`src/rtl/lut_cfg_pkg.sv`:
```
// Shared types and slice layout for the runtime-configurable LUT bank.
// Offsets of reg_sel and init are relative to the end of the 2**K mask.
package lut_cfg_pkg;

  typedef enum logic [1:0] {
    UNCONFIG,
    LOADING,
    ACTIVE
  } state_e;

  localparam int MASK_LSB   = 0;
  localparam int REGSEL_OFS = 0;
  localparam int INIT_OFS   = 1;

  function automatic int slice_bits(input int k);
    return (2 ** k) + 2;
  endfunction

endpackage

```
`src/rtl/cfg_lut_cell.sv`:
```
// One K-input LUT with optional output register and init value.
// Register holds while the bank is not active.
module cfg_lut_cell
  import lut_cfg_pkg::*;
#(
  parameter int K = 6
) (
  input  logic           clock,
  input  logic           reset,
  input  logic [2**K-1:0] mask,
  input  logic           reg_sel,
  input  logic           init,
  input  logic           load_init,
  input  logic           active,
  input  logic [K-1:0]   in,
  output logic           out
);

  logic lut;
  logic ff_q;
  logic ff_d;

  // lookup, next FF value and output mux
  always_comb begin
    lut  = mask[in];
    ff_d = ff_q;
    if (load_init) begin
      ff_d = init;
    end else if (active) begin
      ff_d = lut;
    end
    out = 1'b0;
    if (active) begin
      out = reg_sel ? ff_q : lut;
    end
  end

  // cell register
  always_ff @(posedge clock) begin
    if (reset) begin
      ff_q <= 1'b0;
    end else begin
      ff_q <= ff_d;
    end
  end

endmodule

```
`src/rtl/cfg_lut_bank.sv`:
```
// Bank of N runtime-configured LUT cells fed by a serial frame.
// Macro CFG_CHAIN_EN: register the frame MSB out for daisy-chaining.
module cfg_lut_bank
  import lut_cfg_pkg::*;
#(
  parameter int K = 6,
  parameter int N = 4
) (
  input  logic           clock,
  input  logic           reset,
  input  logic           cfg_start,
  input  logic           cfg_valid,
  input  logic           cfg_data,
  output logic           cfg_ready,
  output logic           cfg_done,
  output logic           cfg_out,
  input  logic [N*K-1:0] in,
  output logic [N-1:0]   out
);

  localparam int MW         = 2 ** K;
  localparam int SLICE_BITS = slice_bits(K);
  localparam int FRAME_BITS = N * SLICE_BITS;
  localparam int CW         = $clog2(FRAME_BITS + 1);

  state_e                state_q, state_d;
  logic [CW-1:0]         cnt_q, cnt_d;
  logic [FRAME_BITS-1:0] frame_q, frame_d;
  logic                  accept;
  logic                  load_init;
  logic                  active;

  assign cfg_ready = (state_q == LOADING);
  assign cfg_done  = (state_q == ACTIVE);
  assign active    = (state_q == ACTIVE);

  // FSM, bit counter and frame shift; start beats a same-cycle bit
  always_comb begin
    state_d   = state_q;
    cnt_d     = cnt_q;
    frame_d   = frame_q;
    accept    = cfg_valid & cfg_ready & ~cfg_start;
    load_init = 1'b0;
    if (cfg_start) begin
      state_d = LOADING;
      cnt_d   = '0;
    end else if (accept) begin
      frame_d = {frame_q[FRAME_BITS-2:0], cfg_data};
      cnt_d   = cnt_q + CW'(1);
      if (cnt_q == CW'(FRAME_BITS - 1)) begin
        state_d   = ACTIVE;
        load_init = 1'b1;
      end
    end
  end

  // control and frame registers
  always_ff @(posedge clock) begin
    if (reset) begin
      state_q <= UNCONFIG;
      cnt_q   <= '0;
      frame_q <= '0;
    end else begin
      state_q <= state_d;
      cnt_q   <= cnt_d;
      frame_q <= frame_d;
    end
  end

`ifdef CFG_CHAIN_EN
  logic cfg_out_q, cfg_out_d;

  // old frame MSB leaves on every accepted bit
  always_comb begin
    cfg_out_d = cfg_out_q;
    if (accept) begin
      cfg_out_d = frame_q[FRAME_BITS-1];
    end
  end

  // chain output register
  always_ff @(posedge clock) begin
    if (reset) begin
      cfg_out_q <= 1'b0;
    end else begin
      cfg_out_q <= cfg_out_d;
    end
  end

  assign cfg_out = cfg_out_q;
`else
  assign cfg_out = 1'b0;
`endif

  // init comes from frame_d so the last shifted bit is included
  for (genvar i = 0; i < N; i++) begin : g_cell
    cfg_lut_cell #(
      .K(K)
    ) u_cell (
      .clock    (clock),
      .reset    (reset),
      .mask     (frame_q[i*SLICE_BITS+MASK_LSB +: MW]),
      .reg_sel  (frame_q[i*SLICE_BITS+MW+REGSEL_OFS]),
      .init     (frame_d[i*SLICE_BITS+MW+INIT_OFS]),
      .load_init(load_init),
      .active   (active),
      .in       (in[i*K +: K]),
      .out      (out[i])
    );
  end

endmodule

```
`config.mk`:
```
export PLATFORM = sky130hd
export DESIGN_NAME = cfg_lut_bank
export DESIGN_NICKNAME = d
export VERILOG_FILES = /design/src/rtl/lut_cfg_pkg.sv /design/src/rtl/cfg_lut_cell.sv /design/src/rtl/cfg_lut_bank.sv
export SDC_FILE = /design/constraint.sdc
export NUM_CORES = 1
export LEC_CHECK = 0
export BUFFER_PORTS_ARGS = -buffer_cell sky130_fd_sc_hd__clkbuf_2
export CORE_MARGIN = 2
export CORE_UTILIZATION = 45
export CTS_CLUSTER_SIZE = 8
export DETAILED_ROUTE_END_ITERATION = 8
export PLACE_DENSITY = 0.65
export SYNTH_ARGS = -nofsm -noshare
export SYNTH_HDL_FRONTEND = slang
export SYNTH_HIERARCHICAL = 1
export SYNTH_SLANG_ARGS = --single-unit
```
`constraint.sdc`:
```
create_clock -name clock -period 3.7 [get_ports clock]
set_clock_uncertainty 0.15 [all_clocks]
set_input_delay 0.185 -clock clock [delete_from_list [all_inputs] [get_ports clock]]
set_output_delay 0.185 -clock clock [all_outputs]
set_load 0.01 [all_outputs]
```
==> results of run 1 <==
## cell type report
type / instances / area [um^2]
clock buffer: 42 / 1030
inverter: 11 / 41.29
multi-input combinational: 1095 / 6178
sequential: 279 / 5585
tap: 378 / 473.0
fill: 2631 / 14020
timing repair buffer: 52 / 379.1
## through the flow
stage	hold slack [ps]	worst slack, ps	instances	cell area, um^2
after floorplan	102.9	1643	1496	12600
after global placement	263.0	1069	1809	12600
after detailed placement	268.3	1051	1809	12600
after CTS	47.88	1043	1857	13690
after global routing	92.85	893.0	1857	13690
final	74.94	1080	1857	13690
## sequential cells by signal, summed over array words and instances (netlist names)
name	cells
state_q	2
frame_q	264
g_cell.u_cell/ff_q	4
cnt_q	9
## how the worst max path moves through the flow
stage                from      to  slack (ps)  depth (start not counted)
5_1_grt            in[18]  out[3]         890                          8
3_3_place_gp       in[18]  out[3]        1070                          8
3_5_place_dp       in[18]  out[3]        1050                          8
4_1_cts            in[18]  out[3]        1040                          8
6_report           in[18]  out[3]        1080                          7
2_1_floorplan  state_q[1]  out[0]        1640                          5
## cells by family (layout without fill, tap and decap cells)
group | after synthesis | in the layout | synth area share [%]
buffers and inverters | 122 | 105 | 6.665
adder cells (fa/ha/maj) | 1 | 1 | 0.09931
XOR/XNOR | 1 | 1 | 0.06954
AND/OR/NAND/NOR | 635 | 635 | 20.91
other | 1 | 1 | 0.02977
multiplexers | 115 | 115 | 11.92
AO/OA/AOI/OAI | 342 | 342 | 15.97
flip-flops | 279 | 279 | 44.34
## cell usage after synthesis (8+ instances only)
| master | instances |
|---|---|
| a211oi_1 | 8 |
| a21oi_1 | 273 |
| a221oi_1 | 8 |
| buf_2 | 25 |
| buf_4 | 29 |
| buf_6 | 17 |
| clkbuf_1 | 30 |
| dfxtp_1 | 279 |
| inv_1 | 11 |
| mux2_1 | 10 |
| mux2_2 | 18 |
| mux2i_1 | 63 |
| mux4_2 | 20 |
| nand2_1 | 547 |
| nand2b_1 | 8 |
| nand3_1 | 10 |
| nor2_1 | 15 |
| nor2b_1 | 26 |
| o22ai_1 | 8 |
## where the power goes
| part | switching [W] | internal (W) | total, W |
|---|---|---|---|
| Sequential | 0.00000190 | 0.00301 | 0.00302 |
| Combinational | 0.000209 | 0.0000903 | 0.000299 |
| Clock | 0.00120 | 0.00193 | 0.00313 |
| Total | 0.00141 | 0.00503 | 0.00644 |
## repair_timing
action                    CTS  global route
setup buffers               0             0
hold buffers                6             0
hold endpoints to repair   16             0
## tightest hold or removal path: stages
cell,delay (ps)
clkbuf_2,110
nand4bb_4,190
or4_1,140
a21oi_1,50
## routing by layer
layer | vias to the layer above | wire (um) | global-route usage (%)
met3 | 37 | 1077 | 3.428
met2 | 159 | 11890 | 28.30
met5 | - | 0 | 0
li1 | 5019 | - | -
met4 | 0 | 517 | 5.416
met1 | 4597 | 12640 | 24.93
==> summary.txt, run 1 <==
Power and ir drop
  • Pleak: around 4.6 nW
  • Total power: 0.006440 W
  • Worst ir drop on vdd: around 0.26 mV
  • P per Cell Area: 470.5 nW/um^2

Worst setup path
  • Top cell by count, worst path: clkbuf_2
  • RR Endpoint: frame_q[110]
  • Reg2reg start: state_q[1]
  • Critical Path Max Stage Delay: 630 ps
  • WP buf/inv: 2
  • Worst path cell trace: clkbuf_2 > mux4_2 > nor2b_1 > o22ai_2 > o311ai_2 > a31oi_1 > clkbuf_2
  • Reg2Reg Setup Slack: 1130 ps
  • Arr. time, crit path: 2290 ps
  • Startpoint Class: input pin
  • CP max stage cell: clkbuf_2
  • CP Max Fanout: 27
  • Worst-case reg-to-reg path depth: 5
  • CP Class: input pin to primary output
  • CP endpoint kind: primary output
  • Worst endpoint required time: 3370 ps
  • Crit path max-delay family: buffers and inverters

Timing
  • Period utilisation layout: 70.82%
  • Worst-margin pin slew: 893.6 ps
  • Slew Viols, Final: 0
  • Final Critical Period: 2620 ps
  • RSZ-0062 raised after global routing: no
  • Final Hold Fails: 0
  • Post-route setup TNS: 0 ps
  • Relative slew slack: 40.43%
  • FMAX: 381.6 MHz
  • Final Setup Violations: 0

Clock network
  • Worst skew pair latency: ~510 ps
  • CTS root buffer: clkbuf_16
  • Clk slew on worst S/H paths: 50 ps
  • TritonCTS clock tree: yes
  • Post-CTS Resized: 0
  • Num CTS Buffers: 40
  • H-tree levels: 2
  • CTS max path bufs: 3
  • CTS sink cnt: 279

Die
  • Core area: 27,710 um^2
  • Die height: 171.3 um
  • Die area: between 20,000 and 30,000 um^2
  • Site row count: 61
  • IO Pins: 36
  • Die width: 171.3 um
  • Initial Utilization: 45.47%

Placed design
  • Hpwl dp: between 15 and 20 mm
  • Buffers on Ports: 34
  • Gpl congestion: about 0.84

Global route
  • Initial antenna violation count: 0
  • Grt total ovfl: 0
  • Largest net degree at the start of global routing: 156
  • Gr usage total: between 10% and 20%
  • First-pass GRT wire length: 44.11 mm
  • Vias in the first global route: roughly 9,000

Routing
  • Number of remaining DRC errors: 0
  • Post-route ant nets: 0
  • DR WL/cell: 14.07 um
  • Final WL: around 26 mm
  • Router iterations before antenna repair: 5
  • DR iter-0 viols: 797
  • Avg Vias per Cell: 5.284
  • DR vias: 9,812

Logic synthesis
  • EDFF count, synth: 0
  • Synth area leaders: dfxtp_1 (44%), nand2_1 (16%), a21oi_1 (11%)
  • Post-synthesis sequential area ratio: between 40% and 50%
  • Yosys cell types: 54
  • Syn Std Cell Area: 12,600 um^2
  • Post-Synthesis Cells: between 1,000 and 1,500
  • Yosys top cell area share: about 44%
  • Synthesized net count: 1,526
  • #FFs+latches synth: 279
  • Main synth FF type: dfxtp_1
  • Async S/R FF share, synth: 0%
  • Synth Warn #: 6
  • Syn Area/Cell: 8.421 um^2
  • Largest area contributor in the netlist: dfxtp_1

Run status
  • Result of the run: completed

Layout
  • Final core occ: 49.40%
  • Share of cells above drive strength 1: 10.28%
  • Most common cell after layout, fill and taps aside: nand2_1
  • Commonest non-fill, non-tap cells in the layout: nand2_1 (547), dfxtp_1 (279), a21oi_1 (273)
  • P&R area growth vs syn: 8.651%
  • Final net count: 1,509
  • Ant. Diodes: 0

Job
  • Max-cap viol count: 0

Min path
  • Worst hold path depth: 4
  • Hold EP: cnt_q[3]
  • Hold Path Class: input pin to flop
  • Worst Hold Launch: cfg_valid
Power figures use the tool's default switching activity.
==> run 2, diff against run 1 <==
--- a/config.mk
+++ b/config.mk
@@ -10,7 +10,7 @@
 export CORE_UTILIZATION = 45
 export CTS_CLUSTER_SIZE = 8
 export DETAILED_ROUTE_END_ITERATION = 8
-export PLACE_DENSITY = 0.65
+export PLACE_DENSITY = 0.67
 export SYNTH_ARGS = -nofsm -noshare
 export SYNTH_HDL_FRONTEND = slang
 export SYNTH_HIERARCHICAL = 1
==> constraint.sdc (replaced) <==
create_clock -name clock -period 2.3 [get_ports clock]
set_clock_uncertainty 0.15 [all_clocks]
set_input_delay 0.115 -clock clock [delete_from_list [all_inputs] [get_ports clock]]
set_output_delay 0.115 -clock clock [all_outputs]
set_load 0.01 [all_outputs]
==> run 2 against run 1 <==
Compared with the run above:
- worst setup slack got worse by 1200 ps
- die area unchanged
- cell count increased by 2.6%
- critical endpoint is now out[0]
- the run now ends with negative hold slack, negative setup slack left
- final area increased by 4.4%
==> summary.txt, run 2 (synthesis gave the netlist of run 1 again) <==
Timing
  • Final Hold Fails: 1 (+1)
  • Slew Viols, Final: 0 (unchanged)
  • Post-route setup TNS: -266.9 ps (-266.9 ps)
  • FMAX: 418.3 MHz
  • Period utilisation layout: 103.9%
  • RSZ-0062 raised after global routing: yes
  • Relative slew slack: 49.92% (+9.5 points)
  • Hold Worst Slack: -10.70 ps (-85.64 ps)
  • Final Setup Violations: 4 (+4)
  • Setup ws final: -90.37 ps (-1170 ps)
  • Worst-margin pin slew: 751.2 ps (-142.4 ps)
  • Final Critical Period: around 2400 ps

Routing
  • Number of remaining DRC errors: 0 (unchanged)
  • Final WL: 27.54 mm (+5.4%)
  • DR vias: 10,148 (+3.4%)
  • Router iterations before antenna repair: 6 (+1)
  • Post-route ant nets: 0 (unchanged)
  • DR iter-0 viols: 816 (+2.4%)
  • Avg Vias per Cell: 5.327 (+0.82%)
  • DR WL/cell: 14.46 um (+2.8%)

Layout
  • Regs by FF count: frame_q: 264 flops, cnt_q: 9 flops, g_cell.u_cell/ff_q: 4 flops
  • Most common cell after layout, fill and taps aside: nand2_1
  • Commonest non-fill, non-tap cells in the layout: nand2_1 (547), a21oi_1 (273), dfxtp_1 (264)
  • Post-route design area: 14,280 um^2 (+4.4%)
  • Max FFs per register: 264 (unchanged)
  • P&R area growth vs syn: 13.38%
  • Layout Cells excl Fill: 1,905 (+2.6%)
  • Final net count: 1,555 (+3.0%)
  • Ant. Diodes: 0 (unchanged)
  • Biggest register: frame_q
  • Share of cells above drive strength 1: 15.39% (+5.1 points)

Placed design
  • Hpwl dp: 17.31 mm (+10%)
  • Buffers on Ports: 34 (unchanged)
  • Placed cell count: 1,837 (+1.5%)
  • Gpl congestion: 0.8349 (-1.2%)
  • Dpl cell area: 12,870 um^2 (+2.2%)

Worst setup path
  • CP endpoint kind: primary output
  • CP Max Fanout: 3 (-89%)
  • CP Class: flop to primary output
  • Startpoint Class: flop
  • Arr. time, crit path: 2130 ps (-160 ps)
  • Worst endpoint required time: 2040 ps (-1330 ps)

Power and ir drop
  • P per Cell Area: 734.8 nW/um^2 (+56%)
  • Pleak: 4.803 nW (+5.4%)
  • Worst ir drop on vdd: 0.4544 mV (+73%)

Die
  • IO Pins: 36 (unchanged)
  • Initial Utilization: 45.47% (unchanged)
  • Site row count: 61 (unchanged)
  • Die area: 29,350 um^2 (unchanged)
  • Core area: 27,710 um^2 (unchanged)
  • Die height: 171.3 um (unchanged)
  • Die width: 171.3 um (unchanged)

Global route
  • Gr usage total: 18.72% (+0.79 points)
  • Largest net degree at the start of global routing: 105 (-33%)
  • First-pass GRT wire length: 45.77 mm (+3.8%)
  • Grt total ovfl: 0 (unchanged)
  • Initial antenna violation count: 0 (unchanged)
  • Vias in the first global route: 9,461 (+5.1%)

Clock network
  • CTS max path bufs: 3 (unchanged)
  • Clk slew on worst S/H paths: 50 ps (about the same)
  • CTS sink cnt: 279 (unchanged)
  • Num CTS Buffers: 40 (unchanged)
  • Worst skew pair latency: 520 ps (about the same)
  • H-tree levels: 2 (unchanged)
  • TritonCTS clock tree: yes
  • CTS root buffer: clkbuf_16

Run status
  • Failing checks: negative hold slack, negative setup slack
  • Result of the run: complete, but fails checks

Min path
  • Hold Path Class: input pin to flop

Job
  • Max-cap viol count: 0 (unchanged)
## run 2: cell types whose count changed in the layout (fill, tap and decap cells not counted), sizes merged
cell,previous run,this run
dlygate4sd3,6,8
inv,11,13
dlymetal6s4s,0,2
clkbuf,76,73
buf,12,57
## run 2: path summary, 6_finish.rpt
kind | startpoint | end | slack (ps) | cells after the start
setup / recovery | frame_q[39] | out[0] | -90 | 6
hold / removal | in[3] | g_cell[0].u_cell/ff_q | -10 | 4
setup reg to reg | frame_q[244] | g_cell[3].u_cell/ff_q | 160 | 11
hold reg to reg | frame_q[65] | frame_q[66] | 300 | 2
## run 2: power breakdown
part           internal [W]  switching [W]
Sequential          0.00485     0.00000353
Combinational      0.000187       0.000359
Clock               0.00312        0.00198
## run 2: worst max-delay path: stages (launching register included)
cell and delay, ps:
dfxtp_2 320, mux4_2 490, nor2b_2 140, o22ai_2 100
o311ai_4 260, a31oi_2 150, buf_2 160
## run 2: through the flow
stage	power (W)	util [%]	hold WS (ps)	worst slack, ps
after floorplan	0.005355	-	32.86	312.9
after global placement	0.005459	46.45	209.4	113.4
after detailed placement	0.005459	46.45	212.3	110.6
after CTS	0.01062	51.17	26.95	-184.5
after global routing	0.01087	51.55	2.505	-154.4
final	0.01049	51.55	-10.70	-90.37
## run 2: routing by layer
metal  vias to the layer above  share of wire (%)  routed length [um]  global-route usage (%)
met5                         -                  0                   0                       0
met4                         0                1.9                 524                   5.711
met3                        41                4.1                1122                   3.060
met2                       198                 47               13050                   30.79
met1                      4786                 47               12840                   25.27
li1                       5123                  -                   -                       -
## run 2: what timing repair did
| action | in CTS | in global routing |
|---|---|---|
| hold buffers | 10 | 0 |
| resized for setup | 18 | 30 |
| pin swaps | 9 | 14 |
| endpoints found under the setup margin | 4 | 6 |
| cloned | 0 | 0 |
| hold endpoints to repair | 16 | 0 |
| setup buffers | 13 | 2 |
## run 2: layout make-up
cell class	count	area (um^2)
fill	2555	13420
multi-input combinational	1095	6315
sequential	279	5604
clock buffer	42	1030
timing repair buffer	98	802.0
tap	378	473.0
inverter	11	41.29
clock inverter	2	17.52
==> run 3, diff against run 2 <==
--- a/config.mk
+++ b/config.mk
@@ -6,8 +6,10 @@
 export NUM_CORES = 1
 export LEC_CHECK = 0
 export BUFFER_PORTS_ARGS = -buffer_cell sky130_fd_sc_hd__clkbuf_2
+export CAP_MARGIN = 20
 export CORE_MARGIN = 2
 export CORE_UTILIZATION = 45
+export CTS_CLUSTER_DIAMETER = 120
 export CTS_CLUSTER_SIZE = 8
 export DETAILED_ROUTE_END_ITERATION = 8
 export PLACE_DENSITY = 0.67
==> constraint.sdc (replaced) <==
create_clock -name clock -period 2.09 [get_ports clock]
set_clock_uncertainty 0.15 [all_clocks]
set_input_delay 0.1045 -clock clock [delete_from_list [all_inputs] [get_ports clock]]
set_output_delay 0.1045 -clock clock [all_outputs]
set_load 0.01 [all_outputs]
==> run 3 against run 2 <==
Compared with the run above:
- the flow finishes with violations (negative setup slack)
- non-clock buffer count grew 6
- die area is the same
- combinational power increased by 12%
- largest power group unchanged
==> summary.txt, run 3 (synthesis gave the netlist of run 1 again) <==
Power and ir drop
  • P per Cell Area: 808.2 nW/um^2 (+10%)
  • Cell internal pwr: 0.009062 W (+11%)
  • Switch Pwr: 0.002559 W (+9.4%)
  • Sw Ratio: 22.02% (-0.26 points)
  • Pleak: 4.868 nW (+1.4%)
  • Worst ir drop on vdd: 0.5231 mV (+15%)
  • Combinational Power Share: 5.3% (about the same)
  • Reg power frac: 45.9% (-0.3 points)
  • Power share of the clock group: 48.8% (+0.2 points)

Global route
  • Grt total ovfl: 0 (unchanged)
  • First-pass GRT wire length: 45.15 mm (-1.4%)
  • Initial antenna violation count: 0 (unchanged)
  • Gr usage total: 18.36% (-0.36 points)
  • Largest net degree at the start of global routing: 112 (+6.7%)
  • Vias in the first global route: 9,473 (+0.13%)

Worst setup path
  • Reg2Reg Setup Slack: 90 ps (-70 ps)
  • RR Endpoint: g_cell[3].u_cell/ff_q
  • Critical Path Max Stage Delay: 470 ps (-20 ps)
  • Startpoint Class: flop
  • Worst-case reg-to-reg path depth: 8 (-3)
  • CP Max Fanout: 3 (unchanged)
  • Worst path cell trace: mux4_2 > nor2b_2 > o22ai_2 > o311ai_2 > a31oi_1 > buf_2
  • CP max stage cell: mux4_2
  • Arr. time, crit path: 2110 ps (-20 ps)
  • Worst endpoint required time: 1840 ps (-200 ps)
  • CP Class: flop to primary output
  • Reg2reg start: frame_q[232]
  • CP endpoint kind: primary output
  • Setup crit start: frame_q[105]

Placed design
  • Hpwl dp: 17.21 mm (-0.56%)
  • Buffers on Ports: 34 (unchanged)
  • Place WS: 40.27 ps (-70.35 ps)
  • Gpl congestion: 0.7847 (-6.0%)
  • Placed cell count: 1,844 (+0.38%)

Clock network
  • Clk slew on worst S/H paths: 50 ps (about the same)
  • CTS root buffer: clkbuf_16
  • H-tree levels: 2 (unchanged)
  • TritonCTS clock tree: yes
  • CTS sink cnt: 279 (unchanged)
  • Worst skew pair latency: 520 ps (about the same)
  • Num CTS Buffers: 40 (unchanged)
  • CTS max path bufs: 3 (unchanged)

Routing
  • Number of remaining DRC errors: 0 (unchanged)
  • DR vias: 10,100 (-0.47%)
  • DR iter-0 viols: 717 (-12%)
  • Final WL: 27.13 mm (-1.5%)
  • Avg Vias per Cell: 5.285 (-0.79%)
  • Router iterations before antenna repair: 5 (-1)
  • DR WL/cell: 14.20 um (-1.8%)
  • Post-route ant nets: 0 (unchanged)

Layout
  • Fillers: 2,588 (+1.3%)
  • Most common cell after layout, fill and taps aside: nand2_1
  • Max FFs per register: 264 (unchanged)
  • Final net count: 1,561 (+0.39%)
  • P&R area growth vs syn: 14.14%
  • Share of cells above drive strength 1: 15.20% (-0.19 points)
  • Commonest non-fill, non-tap cells in the layout: nand2_1 (547), a21oi_1 (273), dfxtp_1 (268)
  • Regs by FF count: frame_q: 264 flops, cnt_q: 9 flops, g_cell.u_cell/ff_q: 4 flops
  • Biggest register: frame_q
  • Layout Cells excl Fill: 1,911 (+0.31%)
  • Ant. Diodes: 0 (unchanged)
  • Final core occ: 51.90% (+0.35 points)

Die
  • Die width: 171.3 um (unchanged)
  • IO Pins: 36 (unchanged)
  • Die height: 171.3 um (unchanged)
  • Initial Utilization: 45.47% (unchanged)
  • Core area: 27,710 um^2 (unchanged)
  • Die area: 29,350 um^2 (unchanged)
  • Site row count: 61 (unchanged)

Min path
  • Hold Path Class: input pin to flop
  • Worst Hold Launch: in[3]
  • Hold EP: g_cell[0].u_cell/ff_q
  • Worst hold path depth: 5 (+1)

Timing
  • Setup ws final: -278.8 ps (-188.4 ps)
  • Final Critical Period: 2369 ps
  • Slew Viols, Final: 0 (unchanged)
  • Period utilisation layout: 113.3%
  • FMAX: about 420 MHz
  • Final Hold Fails: 0 (-1)
  • Final Setup Violations: 4 (unchanged)
  • Worst-margin pin slew: 678.1 ps (-73.10 ps)
  • RSZ-0062 raised after global routing: yes
  • Relative slew slack: 54.79% (+4.9 points)

Run status
  • Failing checks: negative setup slack
  • Result of the run: complete, but fails checks

Job
  • Max-cap viol count: 0 (unchanged)
run 3: repair_timing:
action                                 4_1_cts  5_1_grt
cloned                                       0        0
pin swaps                                    6       10
buffers inserted                             9        4
setup endpoints to repair                    4        4
resized for setup                           18       19
hold buffers                                10        0
endpoints found under the hold margin       16        0
run 3: worst max-delay path: cells and delay by family (launching register included):
family                 cells  cell delay (ps)
AOI/OAI and AO/OA          3              520
muxes                      1              470
DFF                        1              320
and+or+nand+nor            1              130
buffers and inverters      1              160
run 3: metrics by stage:
| stage | power (W) | TNS, ps | hold WS [ps] | cell area, um^2 |
|---|---|---|---|---|
| after floorplan | 0.005893 | 0 | 22.36 | 12600 |
| after global placement | 0.006022 | 0 | 183.9 | 12990 |
| after detailed placement | 0.006024 | 0 | 183.2 | 12990 |
| after CTS | 0.01175 | -1160 | 18.71 | 14290 |
| after global routing | 0.01203 | -1417 | 68.59 | 14380 |
| final | 0.01162 | -1049 | 26.91 | 14380 |
run 3: cell type report:
class / count / area [um^2] / area share, %
sequential: 279 / 5599 / 38.94
tap: 378 / 473.0 / 3.289
timing repair buffer: 104 / 904.6 / 6.291
multi-input combinational: 1095 / 6290 / 43.74
inverter: 11 / 41.29 / 0.2872
clock buffer: 43 / 1055 / 7.336
clock inverter: 1 / 16.27 / 0.1131
run 3: how the worst max path moves through the flow:
stage                            endpoint  slack (ps)  cells past startpoint
CTS                                out[0]        -310                      6
finish                             out[1]        -280                      6
detailed placement  g_cell[3].u_cell/ff_q          40                      8
global placement                   out[3]          60                      8
floorplan                          out[0]         110                      5
global route                       out[1]        -380                      6
run 3: routing by layer:
metal  share of wire [%]  wire [um]  global-route usage (%)
met5                   0          0                       0
met4                 2.4        654                   6.190
met3                 3.9       1052                   3.451
met2                  48      12920                   31.08
met1                  46      12500                   23.53
run 3: power groups by stage:
stage               Clock (W)  Sequential (W)  Combinational [W]
floorplan                   0         0.00544           0.000453
global placement            0         0.00544           0.000581
detailed placement          0         0.00544           0.000583
CTS                   0.00581         0.00534           0.000605
global route          0.00604         0.00533           0.000663
finish                0.00567         0.00534           0.000614
